`config.mk`:
```
export PLATFORM = sky130hd
export DESIGN_NAME = pam4_level_tx
export DESIGN_NICKNAME = d
export VERILOG_FILES = /design/src/rtl/pam4_level_tx.sv
export SDC_FILE = /design/constraint.sdc
export NUM_CORES = 1
export LEC_CHECK = 0
export CORE_ASPECT_RATIO = 1.25
export CORE_MARGIN = 2
export CORE_UTILIZATION = 53
export CTS_BUF_LIST = sky130_fd_sc_hd__clkbuf_8
export CTS_CLUSTER_SIZE = 20
export DETAILED_ROUTE_END_ITERATION = 7
export GPL_ROUTABILITY_DRIVEN = 0
export HOLD_SLACK_MARGIN = 0.08
export PLACE_DENSITY_LB_ADDON = 0.2
export SYNTH_ARGS = -nofsm -noshare
export SYNTH_HDL_FRONTEND = slang
export SYNTH_SLANG_ARGS = --single-unit
```
`constraint.sdc`:
```
create_clock -name i_clk -period 2.13 [get_ports i_clk]
set_input_delay 0.426 -clock i_clk [delete_from_list [all_inputs] [get_ports i_clk]]
set_output_delay 0.426 -clock i_clk [all_outputs]
set_load 0.02 [all_outputs]
```
`src/rtl/pam4_level_tx.sv`:
```
// Byte-to-PAM4 transmitter: splits each accepted byte into four 2-bit symbols, one per SYM_DIV cycles.
// Define PAM4_GRAY_EN for Gray symbol mapping; natural binary mapping otherwise.
module pam4_level_tx #(
    parameter int unsigned SYM_DIV   = 4,
    parameter bit          MSB_FIRST = 1'b1
) (
    input  logic        i_clk,
    input  logic        i_rstn,
    input  logic [7:0]  i_data_in,
    input  logic        i_data_valid,
    output logic        o_data_ready,
    output logic [7:0]  o_voltage_level,
    output logic        o_voltage_valid,
    output logic        o_busy,
    output logic [15:0] o_sym_count
);

    localparam logic [0:0] ST_IDLE  = 1'b0;
    localparam logic [0:0] ST_SEND  = 1'b1;
    localparam logic [7:0] DIV_LAST = 8'(SYM_DIV - 1);

    localparam logic [7:0] LVL_N84 = 8'hAC;
    localparam logic [7:0] LVL_N28 = 8'hE4;
    localparam logic [7:0] LVL_P28 = 8'h1C;
    localparam logic [7:0] LVL_P84 = 8'h54;

    logic [0:0]  r_state;
    logic [7:0]  r_shift;
    logic [1:0]  r_sym_idx;
    logic [7:0]  r_div_cnt;
    logic [7:0]  r_level;
    logic        r_valid;
    logic [15:0] r_count;
    logic        r_out_en;

    logic [0:0]  w_state_nxt;
    logic [7:0]  w_shift_nxt;
    logic [1:0]  w_idx_nxt;
    logic [7:0]  w_div_nxt;
    logic [7:0]  w_level_nxt;
    logic        w_valid_nxt;
    logic [15:0] w_count_nxt;
    logic        w_sym_end;
    logic        w_last_slot;
    logic        w_accept;

    function automatic logic [7:0] pam4_map(input logic [1:0] sym);
        logic [7:0] lvl;
`ifdef PAM4_GRAY_EN
        case (sym)
            2'b00:   lvl = LVL_N84;
            2'b01:   lvl = LVL_N28;
            2'b11:   lvl = LVL_P28;
            default: lvl = LVL_P84;
        endcase
`else
        case (sym)
            2'b00:   lvl = LVL_N84;
            2'b01:   lvl = LVL_N28;
            2'b10:   lvl = LVL_P28;
            default: lvl = LVL_P84;
        endcase
`endif
        return lvl;
    endfunction

    function automatic logic [1:0] head_sym(input logic [7:0] b);
        return MSB_FIRST ? b[7:6] : b[1:0];
    endfunction

    // Drop the symbol just emitted so the next one sits at the head.
    function automatic logic [7:0] drop_sym(input logic [7:0] b);
        return MSB_FIRST ? {b[5:0], 2'b00} : {2'b00, b[7:2]};
    endfunction

    assign w_sym_end   = (r_div_cnt == DIV_LAST);
    assign w_last_slot = (r_state == ST_SEND) && (r_sym_idx == 2'd3) && w_sym_end;
    // r_out_en keeps ready low while reset is asserted and until the first edge after release.
    assign o_data_ready = r_out_en && ((r_state == ST_IDLE) || w_last_slot);
    assign w_accept     = i_data_valid && o_data_ready;

    always_comb begin
        w_state_nxt = r_state;
        w_shift_nxt = r_shift;
        w_idx_nxt   = r_sym_idx;
        w_div_nxt   = r_div_cnt;
        w_level_nxt = r_level;
        w_valid_nxt = 1'b0;
        w_count_nxt = r_count;
        if (w_accept) begin
            w_state_nxt = ST_SEND;
            w_shift_nxt = drop_sym(i_data_in);
            w_idx_nxt   = 2'd0;
            w_div_nxt   = 8'd0;
            w_level_nxt = pam4_map(head_sym(i_data_in));
            w_valid_nxt = 1'b1;
            w_count_nxt = r_count + 16'd1;
        end else if (r_state == ST_SEND) begin
            if (!w_sym_end) begin
                w_div_nxt = r_div_cnt + 8'd1;
            end else if (r_sym_idx != 2'd3) begin
                w_div_nxt   = 8'd0;
                w_idx_nxt   = r_sym_idx + 2'd1;
                w_level_nxt = pam4_map(head_sym(r_shift));
                w_valid_nxt = 1'b1;
                w_count_nxt = r_count + 16'd1;
                w_shift_nxt = drop_sym(r_shift);
            end else begin
                w_state_nxt = ST_IDLE;
            end
        end
    end

    always_ff @(posedge i_clk or negedge i_rstn) begin
        if (!i_rstn) begin
            r_state   <= ST_IDLE;
            r_shift   <= 8'd0;
            r_sym_idx <= 2'd0;
            r_div_cnt <= 8'd0;
            r_level   <= 8'd0;
            r_valid   <= 1'b0;
            r_count   <= 16'd0;
            r_out_en  <= 1'b0;
        end else begin
            r_state   <= w_state_nxt;
            r_shift   <= w_shift_nxt;
            r_sym_idx <= w_idx_nxt;
            r_div_cnt <= w_div_nxt;
            r_level   <= w_level_nxt;
            r_valid   <= w_valid_nxt;
            r_count   <= w_count_nxt;
            r_out_en  <= 1'b1;
        end
    end

    assign o_voltage_level = r_level;
    assign o_voltage_valid = r_valid;
    assign o_busy          = (r_state == ST_SEND);
    assign o_sym_count     = r_count;

endmodule
```
==> flow_metrics.tcl <==
set metrics [dict create \
    path_buf_inv 1 \
    cts_buffers 5 \
    status "completed" \
    yosysUniqueCellTypes 42 \
    syn_area_per_cell_um2 10.9 \
    cap_violations 0 \
    setup_viol_count_final 0 \
    drt_iter0_markers 46 \
    wire_per_inst_um 15.4 \
    diodes 0 \
    crit_type "reg2out" \
    synth_xor_area_share_pct 7.67 \
    cp-start-kind "register" \
    vias 1500 \
    grt_start_max_net_pins 41 \
    path_cells "ha_1, nor4b_4, a31oi_2, nor2b_1, clkbuf_2" \
    syn_inst 178 \
    slowest_delay_ps 370 \
    combPwrFrac_pct 43.2 \
    grt_pass1_vias 1457 \
    switching_power_mw 1.18 \
    antenna_found_initial 0 \
    holdBufCountCts 0 \
    worstPathMaxFanout 3 \
    initial_core_util_pct 55.2 \
    clock_tree.root_cell "clkbuf_8" \
    synth_compound_area_share_pct 8.90 \
    final_max_slew_viol_count 0 \
    yosys.area_share.simple_pct 20.4 \
    die_w_um 58.1 \
    ys.flop_type "dfrtp_1" \
    drive_gt1_share_pct 14.4 \
    core_um2 3510 \
    cpLargestDelayFamily "simple AND/OR/NAND/NOR gates" \
    final_cells 268 \
    via_per_inst 5.60 \
    timing.fmax_mhz 509 \
    worstPathRequired_ps 1700 \
    p_per_area_nw_per_um2 1280 \
    arrival_ps 1540 \
    fin_nets 243 \
    synth_edf_count 0 \
    async_flop_share_pct 100 \
    cts.htree.levels 2 \
    die-area_um2 4160 \
    dpl.cell_count 261 \
    synth_top_family_by_area "simple AND/OR/NAND/NOR gates" \
    areaGrowthSynthToFinish_pct 30.2 \
    tns_ps 0 \
    cp.depth 5 \
    report.power.total_mw 3.23 \
    firstDrtPassIters 5 \
    clkSlewWorstSetupHoldPaths_ps 80 \
    final_common_cell "dfrtp_1" \
    endpoint_kind "output pin" \
    grt_first_pass_wirelength_mm 6.78 \
    hold_class "in2async" \
    cts_tree "done" \
    dpl.hpwl_mm 2.97 \
    hold_viol_final 0 \
    cts.sinks 40 \
    insertion_delay_ps 280 \
    wl_mm 4.13 \
    drtAntennaViolNets 0 \
    p_clk_share_pct 22.3 \
    switching_share_pct 36.5 \
    peakVddDrop_mv 1.03 \
    rsz0062_at_grt "false" \
    synth_area_um2 1940 \
    period_share_pct 92.2 \
    fin_skew_ps 2.77 \
    io_buffers 35 \
    yosysWarnings 0 \
    reg2reg_setup_slack_ps 280 \
    r2r_cells 7 \
    rows 24 \
    min_period_ps 1960 \
    die_h_um 71.7 \
    ys_seq_area_share_pct 51.6 \
    layout_common_cells "dfrtp_1, clkdlybuf4s50_1, xnor2_1" \
    grt.total_usage_pct 21.8 \
    leakagePower_nw 1.13 \
    cp_slowest_cell "dfrtp_1" \
    ctsResizeCount 1 \
    seqPwrFrac_pct 34.4 \
    p_int_mw 2.05 \
    overflow 0 \
    synthAdderAreaFrac_pct 1.93 \
    drc 0 \
    cts_buffer_depth 2 \
    synthMuxAreaShare_pct 4.90 \
    io_pins 38 \
    synth_seq_cells 40 \
    cts_setup_buffers 0 \
]
-- registers in the layout (all words and copies together), names as in the netlist --
register and count:
o_voltage_level 5, o_sym_count 16, r_out_en 1, r_shift 6
r_div_cnt 8, o_voltage_valid 1, r_sym_idx 2, o_busy 1
-- final cells by class --
cell class / count / area [µm²]
Clock buffer: 5 / 68.8
Multi-Input combinational cell: 122 / 861
Inverter: 11 / 41.3
Tap cell: 39 / 48.8
Clock inverter: 2 / 60.1
Sequential cell: 40 / 1000
Timing Repair Buffer: 49 / 445
Fill cell: 271 / 987
-- layer usage --
metal  vias up  GRT usage, %  part of all wire (%)
li1        722             -                     -
met1       729          26.7                    43
met2        43          36.6                    51
met3         6          5.42                   4.5
met4         0          8.53                   1.5
met5         -             0                     0
-- power by group through the flow --
stage	clock [mW]	combinational (mW)	sequential, mW
final	0.722	1.40	1.11
after global routing	0.770	1.52	1.14
after CTS	0.733	1.40	1.11
after detailed placement	0	1.39	1.13
after global placement	0	1.36	1.11
after floorplan	0	0.752	1.23
-- cell families after synthesis --
group | count (synthesis)
other | 2
and+or+nand+nor | 67
buffers and inverters | 17
xor gates and xnor gates | 17
DFF | 40
muxes | 9
adders and majority gates | 3
AOI/OAI and AO/OA | 23
-- final timing paths --
kind	start	end
setup / recovery	r_div_cnt[1]	o_data_ready
hold / removal	i_rstn	o_sym_count[14]
setup reg to reg	r_div_cnt[1]	o_sym_count[1]
hold reg to reg	o_sym_count[15]	o_sym_count[15]
max in group asynchronous	i_rstn	o_voltage_level[2]
min in group i_clk	o_sym_count[15]	o_sym_count[15]
-- cells in the mapped netlist (all sizes together) (4+ instances only) --
cell   count  area share (%)
and3       8             2.6
nor3       4             1.3
a221o      4             2.1
buf        5             1.9
dfrtp     40              52
mux2       4             2.3
a21oi      4             1.0
mux2i      5             2.6
inv       11             2.1
nand3     14             4.3
o21ai      4             1.0
nand4      8             2.6
nand2      9             1.9
xnor2     15             6.8
nor2      11             2.5
-- stage by stage --
stage	utilization [%]	hold slack (ps)	setup WS, ps	cell area (µm²)
2_1_floorplan	-	130	254	1940
3_3_place_gp	68.4	452	93.8	2400
3_5_place_dp	68.4	451	72.6	2400
4_1_cts	72.0	202	7.62	2530
5_1_grt	71.9	211	24.7	2530
6_report	71.9	177	166	2530
(Power assumes the default switching activity.)
